--- src/rtl/adder_seq_ctrl.sv ---
// adder_seq_ctrl: gathers two 16-bit operands from a byte stream, adds them
// one nibble per cycle on a shared 4-bit slice, and returns the sum low byte,
// high byte and carry byte over a valid/ready byte interface.
module adder_seq_ctrl #(
  parameter int unsigned TIMEOUT_CYCLES = 1000
) (
  input  logic        clk_i,
  input  logic        rst_ni,
  input  logic [7:0]  rx_data_i,
  input  logic        rx_valid_i,
  output logic [7:0]  tx_data_o,
  output logic        tx_valid_o,
  input  logic        tx_ready_i,
  output logic [15:0] sum_o,
  output logic        cout_o,
  output logic        busy_o,
  output logic        timeout_o,
  output logic        overrun_o
);

  localparam int unsigned IW = $clog2(TIMEOUT_CYCLES + 1);
  localparam logic [IW-1:0] IDLE_MAX = IW'(TIMEOUT_CYCLES);

  typedef enum logic [1:0] {LOAD, ADD, SEND} state_e;

  state_e          state_q, state_d;
  logic [1:0]      byte_cnt_q;
  logic [1:0]      add_cnt_q;
  logic [1:0]      send_idx_q;
  logic [IW-1:0]   idle_cnt_q;
  logic [15:0]     a_q, b_q;
  logic [11:0]     acc_q;
  logic [15:0]     sum_q;
  logic            carry_q, cout_q, overrun_q;

  logic            rx_take, timeout_hit, last_byte, tx_fire, carry_in;
  logic [1:0]      cap_idx;
  logic [4:0]      slice;

  // Frame bookkeeping and the shared nibble adder
  always_comb begin
    rx_take     = (state_q == LOAD) && rx_valid_i;
    timeout_hit = (state_q == LOAD) && (byte_cnt_q != 2'd0) && (idle_cnt_q == IDLE_MAX);
    // A byte arriving in the timeout cycle starts a fresh frame
    cap_idx     = timeout_hit ? 2'd0 : byte_cnt_q;
    last_byte   = rx_take && (cap_idx == 2'd3);
    tx_fire     = (state_q == SEND) && tx_ready_i;
    carry_in    = (add_cnt_q == 2'd0) ? 1'b0 : carry_q;
    slice       = {1'b0, a_q[{add_cnt_q, 2'b00} +: 4]}
                + {1'b0, b_q[{add_cnt_q, 2'b00} +: 4]}
                + {4'b0, carry_in};
  end

  // State register
  always_ff @(posedge clk_i or negedge rst_ni) begin
    if (!rst_ni) state_q <= LOAD;
    else         state_q <= state_d;
  end

  // Next-state logic
  always_comb begin
    state_d = state_q;
    unique case (state_q)
      LOAD:    if (last_byte) state_d = ADD;
      ADD:     if (add_cnt_q == 2'd3) state_d = SEND;
      SEND:    if (tx_fire && (send_idx_q == 2'd2)) state_d = LOAD;
      default: state_d = LOAD;
    endcase
  end

  // Output decode from state and result registers
  always_comb begin
    busy_o     = (state_q == ADD) || (state_q == SEND);
    tx_valid_o = (state_q == SEND);
    timeout_o  = timeout_hit;
    tx_data_o  = '0;
    if (state_q == SEND) begin
      unique case (send_idx_q)
        2'd0:    tx_data_o = sum_q[7:0];
        2'd1:    tx_data_o = sum_q[15:8];
        2'd2:    tx_data_o = {7'b0, cout_q};
        default: tx_data_o = '0;
      endcase
    end
  end

  assign sum_o     = sum_q;
  assign cout_o    = cout_q;
  assign overrun_o = overrun_q;

  // Operand capture, byte counter and inter-byte idle timer
  always_ff @(posedge clk_i or negedge rst_ni) begin
    if (!rst_ni) begin
      a_q        <= '0;
      b_q        <= '0;
      byte_cnt_q <= '0;
      idle_cnt_q <= '0;
    end else begin
      if (rx_take) begin
        unique case (cap_idx)
          2'd0: a_q[7:0]  <= rx_data_i;
          2'd1: a_q[15:8] <= rx_data_i;
          2'd2: b_q[7:0]  <= rx_data_i;
          2'd3: b_q[15:8] <= rx_data_i;
          default: ;
        endcase
        byte_cnt_q <= cap_idx + 2'd1;
      end else if (timeout_hit) begin
        byte_cnt_q <= '0;
      end
      if ((state_q == LOAD) && (byte_cnt_q != 2'd0) && !timeout_hit && !rx_valid_i)
        idle_cnt_q <= idle_cnt_q + 1'b1;
      else
        idle_cnt_q <= '0;
    end
  end

  // Nibble-serial addition; the result registers load only on the last nibble
  always_ff @(posedge clk_i or negedge rst_ni) begin
    if (!rst_ni) begin
      add_cnt_q <= '0;
      carry_q   <= 1'b0;
      acc_q     <= '0;
      sum_q     <= '0;
      cout_q    <= 1'b0;
    end else if (state_q == ADD) begin
      add_cnt_q <= add_cnt_q + 2'd1;
      carry_q   <= slice[4];
      unique case (add_cnt_q)
        2'd0: acc_q[3:0]  <= slice[3:0];
        2'd1: acc_q[7:4]  <= slice[3:0];
        2'd2: acc_q[11:8] <= slice[3:0];
        2'd3: begin
          sum_q  <= {slice[3:0], acc_q};
          cout_q <= slice[4];
        end
        default: ;
      endcase
    end else begin
      add_cnt_q <= '0;
      carry_q   <= 1'b0;
    end
  end

  // Result byte index and overrun flag
  always_ff @(posedge clk_i or negedge rst_ni) begin
    if (!rst_ni) begin
      send_idx_q <= '0;
      overrun_q  <= 1'b0;
    end else begin
      if (state_q != SEND)
        send_idx_q <= '0;
      else if (tx_fire)
        send_idx_q <= (send_idx_q == 2'd2) ? 2'd0 : send_idx_q + 2'd1;
      overrun_q <= rx_valid_i && (state_q != LOAD);
    end
  end

endmodule

--- config.mk ---
export PLATFORM = sky130hd
export DESIGN_NAME = adder_seq_ctrl
export DESIGN_NICKNAME = d
export VERILOG_FILES = /design/src/rtl/adder_seq_ctrl.sv
export SDC_FILE = /design/constraint.sdc
export NUM_CORES = 1
export LEC_CHECK = 0
export BUFFER_PORTS_ARGS = -buffer_cell sky130_fd_sc_hd__buf_4
export CORE_MARGIN = 1.5
export CORE_UTILIZATION = 55
export CTS_CLUSTER_SIZE = 16
export DETAILED_ROUTE_END_ITERATION = 10
export PLACE_DENSITY = 0.75
export SLEW_MARGIN = 20
export SYNTH_ARGS = -nofsm -noshare
export SYNTH_HDL_FRONTEND = slang
export SYNTH_SLANG_ARGS = --single-unit
--- constraint.sdc ---
create_clock -name clk_i -period 6.6 [get_ports clk_i]
set_clock_uncertainty 0.2 [all_clocks]
set_input_delay 0 -clock clk_i [delete_from_list [all_inputs] [get_ports clk_i]]
set_output_delay 0 -clock clk_i [all_outputs]
set_load 0.01 [all_outputs]
# --- Word-level counts from Yosys, hierarchy flattened ---
# Index checks and enable logic that the tools add are counted.
word_totals:
  wordCells: 82
  in_bits: 12
  out_inout_bits: 29
  reg_bits: 81
classes:
  n_addsub: 6
  reduce_logical: 28
  shift: 2
  n_mux: 15
  n_eq_ne: 15
ops:
  columns: ["cell", "count"]
  rows:
  - ["$shiftx 16x5->4", 2]
  - ["$pmux 8 s3", 1]
  - ["$mux 2", 9]
  - ["$reduce_and 2->1", 8]
  - ["$eq 2x2->1 const B", 6]
  - ["$add 10x1->10 const B", 1]
  - ["$eq 10x10->1 const B", 1]
  - ["$mux 10", 1]
  - ["$logic_and 1x1->1", 9]
  - ["$eq 2x1->1 const B", 4]
  - ["$logic_not 2->1", 4]
  - ["$mux 8", 1]
  - ["$add 2x1->2 const B", 3]
  - ["$ne 2x2->1 const B", 3]
  - ["$pmux 2 s3", 1]
  - ["$reduce_bool 2->1", 3]
  - ["$add 4x4->5", 1]
  - ["$add 5x1->5", 1]
  - ["$reduce_and 3->1", 1]
  - ["$logic_not 1->1", 2]
  - ["$mux 1", 2]
  - ["$ne 2x1->1 const B", 1]
  - ["$logic_or 1x1->1", 1]

# --- Longest topological paths before layout ---
logic_depth:
  word_depth: 8
  depth_mapped: 10
  mapped_depth_nobuf: 10

# --- Least setup slack after synthesis ---
# Ideal clock, no wire load.
synth_path:
  path_type: "reg2reg"
  from: "reg add_cnt_q[1]"
  to: "reg cout_q, in the netlist cout_o"
  setup_slack_ns: 4.062
  t_required_ns: 6.317
  stages_incl_launch_ff: 11
  period_less_slack_ns: 2.538
  arrival_ns: 2.255
  setup_ns: 0.083
  n_path_buf: 1
  path_cell_list: "dfrtp_1 -> clkbuf_1 -> inv_1 -> ha_1 -> nand2b_1 -> fa_1 -> fa_1 -> nor2b_1 -> o21a_1 -> nor2_1 -> o21ai_0"
synth_between:
  elab_chain_cells: 3
  word_cells_on_any_way: 8
  classes_between: "2 x add/sub; 1 x eq/ne; 2 x shift; 1 x mux; 2 x reduce/logical"
synth_rtl:
  columns: ["element", "line", "text"]
  rows:
  - ["start, declared", "28", "logic [1:0] add_cnt_q;"]
  - ["start signal, assigned", "127", "add_cnt_q <= add_cnt_q + 2'd1;"]
  - ["$shiftx 16x5->4, or another cell as far along", "49", "slice = {1'b0, a_q[{add_cnt_q, 2'b00} +: 4]}"]
  - ["$add 4x4->5 / $mux 1 (equally long branches)", "50, 48", null]
  - ["$add 5x1->5", "51", "+ {4'b0, carry_in};"]
  - ["end signal, assigned", "135", "cout_q <= slice[4];"]
  - ["end, declared", "34", "logic carry_q, cout_q, overrun_q;"]
# Several ways; a longest one is shown, not always the timed one.
# A chain may end at the register's enable or synchronous reset.

# --- Worst setup path after layout ---
layout_path:
  from: "reg add_cnt_q[0]"
  to: "reg sum_q[14], in the netlist sum_o[14]"
layout_between:
  elab_chain_cells: 3
  word_cells_on_any_way: 8
  classes_between: "2 x add/sub; 1 x eq/ne; 2 x shift; 1 x mux; 2 x reduce/logical"
layout_rtl:
  columns: ["element", "line", "text"]
  rows:
  - ["$shiftx 16x5->4, or another cell as far along", "49", null]
  - ["$add 4x4->5 / $mux 1 (equally long branches)", "50, 48", null]
  - ["$add 5x1->5", "51", null]
  - ["end signal, assigned", "134", "sum_q <= {slice[3:0], acc_q};"]
  - ["end, declared", "33", "logic [15:0] sum_q;"]
# Several ways; a longest one is shown, not always the timed one.

==> flow_metrics.env <==
export IMPL_yosys_warnings=0
export IMPL_clkTransAtPathRegs_ns=0.08
export IMPL_antenna_found_initial=0
export IMPL_fillers=534
export IMPL_worst_slew_pin_slew_ns=0.753
export IMPL_core_area_mm2=0.00676
export IMPL_start_kind="register"
export IMPL_io_buffers=40
export IMPL_root_buffer="clkbuf_8"
export IMPL_preCtsSetupSlack_ns=3.71
export IMPL_firstDrtPassIters=4
export IMPL_fp_dieW_um=86.4
export IMPL_critPathCaptureType="register"
export IMPL_ys_ff_latch=81
export IMPL_syn_to_final_growth_pct=17.5
export IMPL_drt_wl_total_um=6750
export IMPL_drt_iter0_markers=80
export IMPL_slew_violations=0
export IMPL_synth_fa_ha_area_frac=0.0629
export IMPL_initial_core_util=0.566
export IMPL_finalInstanceArea_mm2=0.00449
export IMPL_crit_arrival_ns=2.88
export IMPL_drive_above_1_share=0.308
export IMPL_cts_buffers=9
export IMPL_fin_hold_ws_ns=0.0364
export IMPL_cts_path_max_buffers=2
export IMPL_wire_per_inst_um=15.1
export IMPL_async_reset_ff_frac=1.00
export IMPL_synth_nets=338
export IMPL_maxCapViolCount=0
export IMPL_syn_avg_cell_area_um2=12.4
export IMPL_synthXorXnorAreaFrac=0.0183
export IMPL_placed_cell_area_mm2=0.00418
export IMPL_grt_max_degree=82
export IMPL_fin_nets=392
export IMPL_syn_inst=308
export IMPL_ios=41
export IMPL_viasPerCell=5.48
export IMPL_seq_area_frac_synth=0.530
export IMPL_synth_area_mux_share=0.206
export IMPL_dp_hpwl_um=4690
export IMPL_synth_compound_area_frac=0.0498
export IMPL_worstPathRequired_ns=6.60
export IMPL_clock_sinks=81
export IMPL_yosysUniqueCellTypes=37
export IMPL_power_leakage_nw=2.05
export IMPL_die_h_um=86.4
export IMPL_multi_input_area_mm2=0.00170
export IMPL_clock_latency_ns=0.35
export IMPL_via_count=2448
export IMPL_relSlewSlack=0.497
export IMPL_antennaDiodeCount=0
export IMPL_ant_nets=0
export IMPL_grt_overflow=0
export IMPL_status="finished clean"
export IMPL_gp_congestion=0.774
export IMPL_dieArea_mm2=0.00746
export IMPL_final_setup_worst_slack_ns=3.73
export IMPL_crit_type="register to register"
export IMPL_synth_top_family_by_area="multiplexers"
export IMPL_fmax_mhz=348
export IMPL_layout_min_cycle_time_ns=2.87
export IMPL_finalHoldViolCount=0
export IMPL_fin_crit_sh=0.435
export IMPL_rows=30
export IMPL_hold_path_class="primary input to asynchronous set/reset pin"
export IMPL_setup_viol=0
export IMPL_grt_use_total=0.205
export IMPL_crit_fanout=12
export IMPL_drc_errors=0
export IMPL_tns_ns=0
export IMPL_synth_area_mm2=0.00382
export IMPL_register_area_mm2=0.00203
export IMPL_synthFlopType="dfrtp_1"
export IMPL_grt_pass1_vias=2509
export IMPL_cts_tree="done"
export IMPL_power_density_mw_per_mm2=404
export IMPL_synth_edf_count=0
export IMPL_post_cts_resized=0
export IMPL_synth_simple_gate_area_frac=0.108
export IMPL_rsz0062_at_grt="false"
export IMPL_grt_pass1_wl_um=11700
export IMPL_ir_worst_vdd_v=0.000163
export IMPL_h_tree_depth=3
-- path summary, 6_finish.rpt --
path | start | endpoint | slack (ns) | depth (start not counted)
max | add_cnt_q[0] | sum_o[14] | 3.73 | 7
min | rst_ni | send_idx_q[0] | 0.04 | 2
max reg2reg | add_cnt_q[0] | sum_o[14] | 3.73 | 7
min reg2reg | acc_q[8] | acc_q[8] | 0.29 | 2
max in group asynchronous | rst_ni | b_q[12] | 5.63 | 2
min in group clk_i | rx_valid_i | idle_cnt_q[9] | 0.20 | 3
-- synthesized netlist by cell type, types with 2 or more instances --
cell type | instances | area share
o21a_1 | 4 | 0.0079
xor2_1 | 5 | 0.011
clkbuf_1 | 3 | 0.0029
nand2b_1 | 2 | 0.0033
nand3_1 | 4 | 0.0052
inv_1 | 14 | 0.014
mux4_2 | 8 | 0.047
nor2b_1 | 6 | 0.0098
dfrtp_1 | 81 | 0.53
nand4_1 | 2 | 0.0033
xnor2_1 | 3 | 0.0069
nand3b_1 | 3 | 0.0059
nand2_1 | 31 | 0.030
fa_1 | 2 | 0.010
mux2_2 | 45 | 0.13
ha_1 | 16 | 0.052
nor2_1 | 20 | 0.020
buf_2 | 3 | 0.0039
and2_1 | 6 | 0.0098
a21oi_1 | 3 | 0.0039
o31ai_1 | 4 | 0.0079
a22o_1 | 2 | 0.0046
mux2i_1 | 10 | 0.026
o21ai_0 | 18 | 0.024
-- cell usage in the layout, fill, tap and decap left out, types with 2 or more instances in the layout --
| cell | count |
|---|---|
| a21oi_1 | 3 |
| a22o_1 | 2 |
| and2_1 | 6 |
| buf_4 | 39 |
| clkbuf_8 | 10 |
| clkinv_2 | 2 |
| clkinvlp_4 | 2 |
| dfrtp_1 | 81 |
| dlygate4sd3_1 | 11 |
| fa_1 | 2 |
| ha_1 | 16 |
| inv_1 | 14 |
| mux2_2 | 45 |
| mux2i_1 | 10 |
| mux4_2 | 8 |
| nand2_1 | 31 |
| nand2b_1 | 2 |
| nand3_1 | 4 |
| nand3b_1 | 3 |
| nand4_1 | 2 |
| nor2_1 | 20 |
| nor2b_1 | 6 |
| o21a_1 | 4 |
| o21ai_0 | 18 |
| o31ai_1 | 4 |
| xnor2_1 | 3 |
| xor2_1 | 5 |
-- worst max-delay path, stage by stage, from the launching register on --
cell      delay, ns
dfrtp_1        0.74
inv_1          0.15
ha_1           0.24
nand2b_1       0.15
fa_1           0.42
fa_1           0.42
xor2_1         0.27
o21ai_0        0.14
-- power by group --
part / switching, mW / internal, mW / total [mW]
logic: 0.319 / 0.349 / 0.668
registers: 0.121 / 0.663 / 0.784
clock network: 0.177 / 0.184 / 0.361
-- area by class of cell --
type | count | share of cell area
sequential | 81 | 0.451
timing repair buffer | 51 | 0.0922
tap | 80 | 0.0223
multi-input combinational | 205 | 0.379
inverter | 14 | 0.0117
clock buffer | 11 | 0.0315
clock inverter | 5 | 0.0123
-- sequential cells by signal, summed over array words and instances (netlist names) --
register and cells:
cout_o 1, idle_cnt_q 10, byte_cnt_q 2, b_q 16, send_idx_q 2, a_q 16, add_cnt_q 2, carry_q 1
sum_o 16, state_q 2, acc_q 12, overrun_o 1
-- cell families (layout without fill, tap and decap cells) --
logic type	Yosys count	count (layout)
AO/OA/AOI/OAI	32	32
XOR/XNOR	8	8
adder cells (fa/ha/maj)	18	18
buffers and inverters	22	81
flip-flops	81	81
multiplexers	63	63
AND/OR/NAND/NOR	84	84
-- per-stage QoR --
| step | utilization | std cells | total power, mW |
|---|---|---|---|
| floorplan | - | 308 | 1.27 |
| global placement | 0.619 | 420 | 1.43 |
| detailed placement | 0.619 | 420 | 1.46 |
| CTS | 0.664 | 447 | 1.84 |
| global route | 0.665 | 447 | 1.95 |
| finish | 0.665 | 447 | 1.81 |
-- repair_timing --
action / in CTS / in global routing
hold endpoints to repair: 129 / 0
hold buffers: 11 / 0
setup buffers: 0 / 0
-- layer usage --
metal / GRT usage / share of wire
met1: 0.265 / 0.46
met2: 0.332 / 0.49
met3: 0.0476 / 0.032
met4: 0.0880 / 0.017
met5: 0 / 0
Note: power is estimated with default switching activity, not from simulation.
